[config.mk]
export PLATFORM = sky130hd
export DESIGN_NAME = alu_nibble_serial_adder
export DESIGN_NICKNAME = d
export VERILOG_FILES = /design/src/rtl/alu_nibble_serial_adder.sv
export SDC_FILE = /design/constraint.sdc
export NUM_CORES = 1
export LEC_CHECK = 0
export BUFFER_PORTS_ARGS = -buffer_cell sky130_fd_sc_hd__buf_2
export CORE_ASPECT_RATIO = 1.1
export CORE_MARGIN = 2
export CORE_UTILIZATION = 35
export CTS_BUF_LIST = sky130_fd_sc_hd__clkbuf_4 sky130_fd_sc_hd__clkbuf_8 sky130_fd_sc_hd__clkbuf_16
export CTS_CLUSTER_DIAMETER = 40
export DETAILED_ROUTE_END_ITERATION = 8
export GPL_ROUTABILITY_DRIVEN = 0
export RECOVER_POWER = 50
export SLEW_MARGIN = 20
export SYNTH_ARGS = -nofsm -noshare
export SYNTH_HDL_FRONTEND = slang
export SYNTH_SLANG_ARGS = --single-unit
[constraint.sdc]
create_clock -name clk -period 2.97 [get_ports clk]
set_input_delay 0.297 -clock clk [delete_from_list [all_inputs] [get_ports clk]]
set_output_delay 0.297 -clock clk [all_outputs]
set_load 0.03 [all_outputs]
[src/rtl/alu_nibble_serial_adder.sv]
// alu_nibble_serial_adder: WIDTH-bit add/sub on one reused 4-bit carry-lookahead slice, one nibble per cycle
module alu_nibble_serial_adder #(
    parameter int WIDTH = 32
) (
    input  logic             clk,
    input  logic             rst,
    input  logic             in_valid,
    output logic             in_ready,
    input  logic [WIDTH-1:0] a,
    input  logic [WIDTH-1:0] b,
    input  logic             sub,
    output logic             out_valid,
    input  logic             out_ready,
    output logic [WIDTH-1:0] sum,
    output logic             cout,
    output logic             ovf,
    output logic             busy
);
    localparam int NSLICE = WIDTH / 4;
    localparam int CW = $clog2(NSLICE);

    typedef enum logic [1:0] {IDLE, RUN, DONE} state_t;

    state_t           state, state_next;
    logic [WIDTH-1:0] opa, opb;
    logic             carry;
    logic [CW-1:0]    cnt;
    logic [3:0]       p, g, c, s;
    logic             pg, gg, co, last, accept;

    // Carry-lookahead slice on the nibble selected by the counter; c[0] is the chained carry
    always_comb begin
        p    = opa[{cnt, 2'b00} +: 4] ^ opb[{cnt, 2'b00} +: 4];
        g    = opa[{cnt, 2'b00} +: 4] & opb[{cnt, 2'b00} +: 4];
        c[0] = carry;
        c[1] = g[0] | (p[0] & carry);
        c[2] = g[1] | (g[0] & p[1]) | (carry & p[0] & p[1]);
        c[3] = g[2] | (g[1] & p[2]) | (g[0] & p[1] & p[2]) | (carry & p[0] & p[1] & p[2]);
        pg   = &p;
        gg   = g[3] | (g[2] & p[3]) | (g[1] & p[2] & p[3]) | (g[0] & p[1] & p[2] & p[3]);
        co   = gg | (pg & carry);
        s    = p ^ c;
        last = cnt == CW'(NSLICE - 1);
    end

    // State register
    always_ff @(posedge clk or posedge rst) begin
        if (rst) state <= IDLE;
        else     state <= state_next;
    end

    // Next-state and handshake outputs
    always_comb begin
        state_next = state;
        in_ready   = state == IDLE;
        out_valid  = state == DONE;
        busy       = state != IDLE;
        accept     = in_valid && state == IDLE;
        case (state)
            IDLE:    state_next = accept ? RUN : IDLE;
            RUN:     state_next = last ? DONE : RUN;
            DONE:    state_next = out_ready ? IDLE : DONE;
            default: state_next = IDLE;
        endcase
    end

    // Operand capture at accept, one nibble of result per RUN cycle, flags on the last nibble
    always_ff @(posedge clk or posedge rst) begin
        if (rst) begin
            opa   <= '0;
            opb   <= '0;
            carry <= 1'b0;
            cnt   <= '0;
            sum   <= '0;
            cout  <= 1'b0;
            ovf   <= 1'b0;
        end else if (accept) begin
            opa   <= a;
            opb   <= sub ? ~b : b;
            carry <= sub;
            cnt   <= '0;
        end else if (state == RUN) begin
            sum[{cnt, 2'b00} +: 4] <= s;
            carry <= co;
            cnt   <= last ? '0 : cnt + 1'b1;
            if (last) begin
                cout <= co;
                ovf  <= c[3] ^ co;
            end
        end
    end
endmodule

==> metrics.md <==
| Metric | Value |
|---|---|
| Status | `finished clean` |
| Max Cap Viol | `0` |
| Internal Power | `around 0.0045 W` |
| Post-route cell area | `roughly 0.0062 sq mm` |
| Synth top cells by count | `nand2_1, dfrtp_1, nor2_1` |
| Full die area | `0.01558 sq mm` |
| Diode count | `0` |
| Layout cells sized above 1 | `0.2376` |
| Top cells by area in the synthesized netlist | `dfrtp_1, nand2_1, xnor2_1` |
| Comb power frac | `0.544` |
| Iter 0 DRT Violations | `182` |
| Yosys warnings | `0` |
| Placed insts | `780` |
| Most used DFF post-synth | `dfrtp_1` |
| Most frequent cell after synthesis | `nand2_1` |
| Initial DRT Pass Iterations | `4` |
| Max Slew Vio Count | `0` |
| Worst-Margin Slew | `between 1000 and 1500 ps` |
| Tcrit/Tclk final | `0.9455` |
| Placement Setup Slack | `-34.67 ps` |
| Via count | `between 3k and 4k` |
| Reg clk slew, reported paths | `approximately 70 ps` |
| Synth unique cells | `45` |
| CTS tree | `done` |
| Initial Util | `0.3566` |
| Clock period minus worst slack | `2808 ps` |
| Grt ovf | `0` |
| CP Capture Type | `flop` |
| Worst min-delay path class | `input pin to flop` |
| Seq/Total Area, Yosys | `0.5093` |
| Largest net degree at the start of global routing | `82` |
| Clock power share | `0.151` |
| Final setup fails | `0` |
| CTS sink count | `~100` |
| # IOs | `about 110` |
| Arrival time of the worst setup path | `between 3000 and 4000 ps` |
| Final WS setup | `161.9 ps` |
| Area leader, netlist | `dfrtp_1` |
| Total GRT Usage | `0.1621` |
| Syn Nets | `slightly below 600` |
| Crit path kind | `flop to flop` |
| Inserted Clock Buffers | `9` |
| Cell Rows | `46` |
| Leakage Power | `a little under 3 nW` |
| Routed WL | `~12000 um` |
| Post-DP Area | `between 0.005 and 0.006 sq mm` |
| Sw power | `0.003509 W` |
| Top cell type's share of synthesized area | `0.5093` |
| Core area | `around 0.014 sq mm` |
| Antenna-violating nets left | `0` |
| R2R setup slack | `around 160 ps` |
| Die X | `~120 um` |
| Number of global-route vias before repair | `3974` |
| Detailed placement HPWL | `8954 um` |
| Critical path startpoint category | `flop` |
| Worst skew pair latency | `350 ps` |
| Non-Filler Instances | `798` |
| Initial antenna violation count | `0` |
| Final net count | `between 600 and 700` |
| Layout area overhead | `21.91%` |
| Via density | `around 4.9` |
| Setup Total Neg Slack | `0 ps` |
| PortBufs | `105` |
| Post-Route Utilization | `0.4347` |
| FFs w/ async S/R, synth | `1.000` |
| Max Clock Skew | `7.159 ps` |
| Synthesized flop and latch total | `104` |
| Final count of hold timing violations | `0` |
| Root buf cell | `clkbuf_16` |
| DRC | `0` |
| F_max | `0.3561 GHz` |
| VDD IR max | `~670 uV` |
| Fillers | `~1.4k` |
| Clk buf depth | `2` |
| Cells after synthesis | `around 500` |
| Die H | `130.7 um` |
| Syn Area/Cell | `10.32 sq um` |
| Wire per inst | `~15 um` |
| Max_slew headroom | `0.2691` |
| Sequential power share | `0.305` |
| Crit path max fanout | `7` |
| Switching portion of total power | `0.4361` |
| CTS HTree Levels | `3` |
| Post-synth EDFFs | `0` |
| Post-Syn Area | `0.005110 sq mm` |
| Pwr/cell area | `1291 mW/mm^2` |
| RSZ-0062 raised after global routing | `false` |
| First-pass GRT wire length | `between 15000 and 20000 um` |
| Worst Path Required | `~3300 ps` |
worst max-delay path, cell delays in order (launching register included):
cell and delay, ps:
dfrtp_1 420, buf_12 150, mux4_1 550, nand2_1 90, and2_4 170, inv_1 40
ha_1 290, ha_1 210, o211ai_1 220, buf_4 170, nand4_1 80, mux2_2 280
nand3_1 80
layout by cell type, fill, tap and decap left out, types with 11 or more instances in the layout:
cell,n
nand2_1,134
dfrtp_1,103
buf_2,88
nor2_1,43
a21oi_1,35
xnor2_1,32
clkbuf_1,17
o2bb2ai_1,12
ha_1,12
buf_4,12
inv_1,11
metal layers:
metal / share of wire / up-vias / global-route usage / routed length (um)
met5: 0 / - / 0 / 0
met4: 0.018 / 0 / 0.06653 / 219
met3: 0.036 / 18 / 0.03559 / 434
met2: 0.52 / 81 / 0.2897 / 6283
met1: 0.42 / 1892 / 0.1909 / 5090
li1: - / 1884 / - / -
through the flow:
step / power, W / hold WS [ps]
after floorplan: 0.005369 / 402.4
after global placement: 0.006485 / 362.7
after detailed placement: 0.006651 / 375.7
after CTS: 0.008024 / 5.043
after global routing: 0.008666 / 128.5
final: 0.008046 / 128.4
cell families (layout without fill, tap and decap cells):
kind of cell / count (synthesis) / in the layout / share of synthesized area
and+or+nand+nor: 206 / 206 / 0.1721
DFF: 104 / 104 / 0.5093
AOI/OAI and AO/OA: 67 / 67 / 0.08056
buffers and inverters: 38 / 149 / 0.03379
xor gates and xnor gates: 35 / 35 / 0.05999
muxes: 32 / 32 / 0.1109
adders and majority gates: 13 / 13 / 0.03330
worst paths after layout:
path	from	to	cells after the start
setup / recovery	cnt[0]$_DFFE_PP0P_	ovf$_DFFE_PP0P_	12
hold / removal	out_ready	state[1]$_DFF_PP0_	2
setup reg to reg	cnt[0]$_DFFE_PP0P_	ovf$_DFFE_PP0P_	12
hold reg to reg	opa[3]$_DFFE_PP0P_	opa[3]$_DFFE_PP0P_	2
max in group asynchronous	rst	opb[8]$_DFFE_PP0P_	3
min in group asynchronous	rst	sum[22]$_DFFE_PP0P_	2
sequential cells by signal, summed over array words and instances (netlist names):
signal	count
cnt	3
state	2
ovf	1
carry	1
sum	32
cout	1
opa	32
opb	32
final cells by class:
| cell class | instances | area, sq um | share of cell area |
|---|---|---|---|
| Timing Repair Buffer | 120 | 645.6 | 0.1036 |
| Multi-Input combinational cell | 353 | 2377 | 0.3816 |
| Inverter | 14 | 56.30 | 0.009038 |
| Clock inverter | 2 | 38.79 | 0.006226 |
| Tap cell | 192 | 240.2 | 0.03856 |
| Sequential cell | 104 | 2604 | 0.4180 |
| Clock buffer | 13 | 267.8 | 0.04298 |
power by group through the flow:
stage | sequential [W] | combinational [W] | clock (W)
final | 0.00246 | 0.00438 | 0.00121
after global routing | 0.00253 | 0.00483 | 0.00130
after CTS | 0.00245 | 0.00434 | 0.00123
after detailed placement | 0.00248 | 0.00418 | 0
after global placement | 0.00243 | 0.00405 | 0
after floorplan | 0.00267 | 0.00269 | 0
repair_timing:
item / in CTS / in global routing
pin swaps: 0 / 2
setup buffers: 0 / 3
endpoints found under the setup margin: 4 / 11
hold buffers: 0 / 0
gates resized for setup: 2 / 7
No activity file was read; power rests on OpenSTA's default activity.
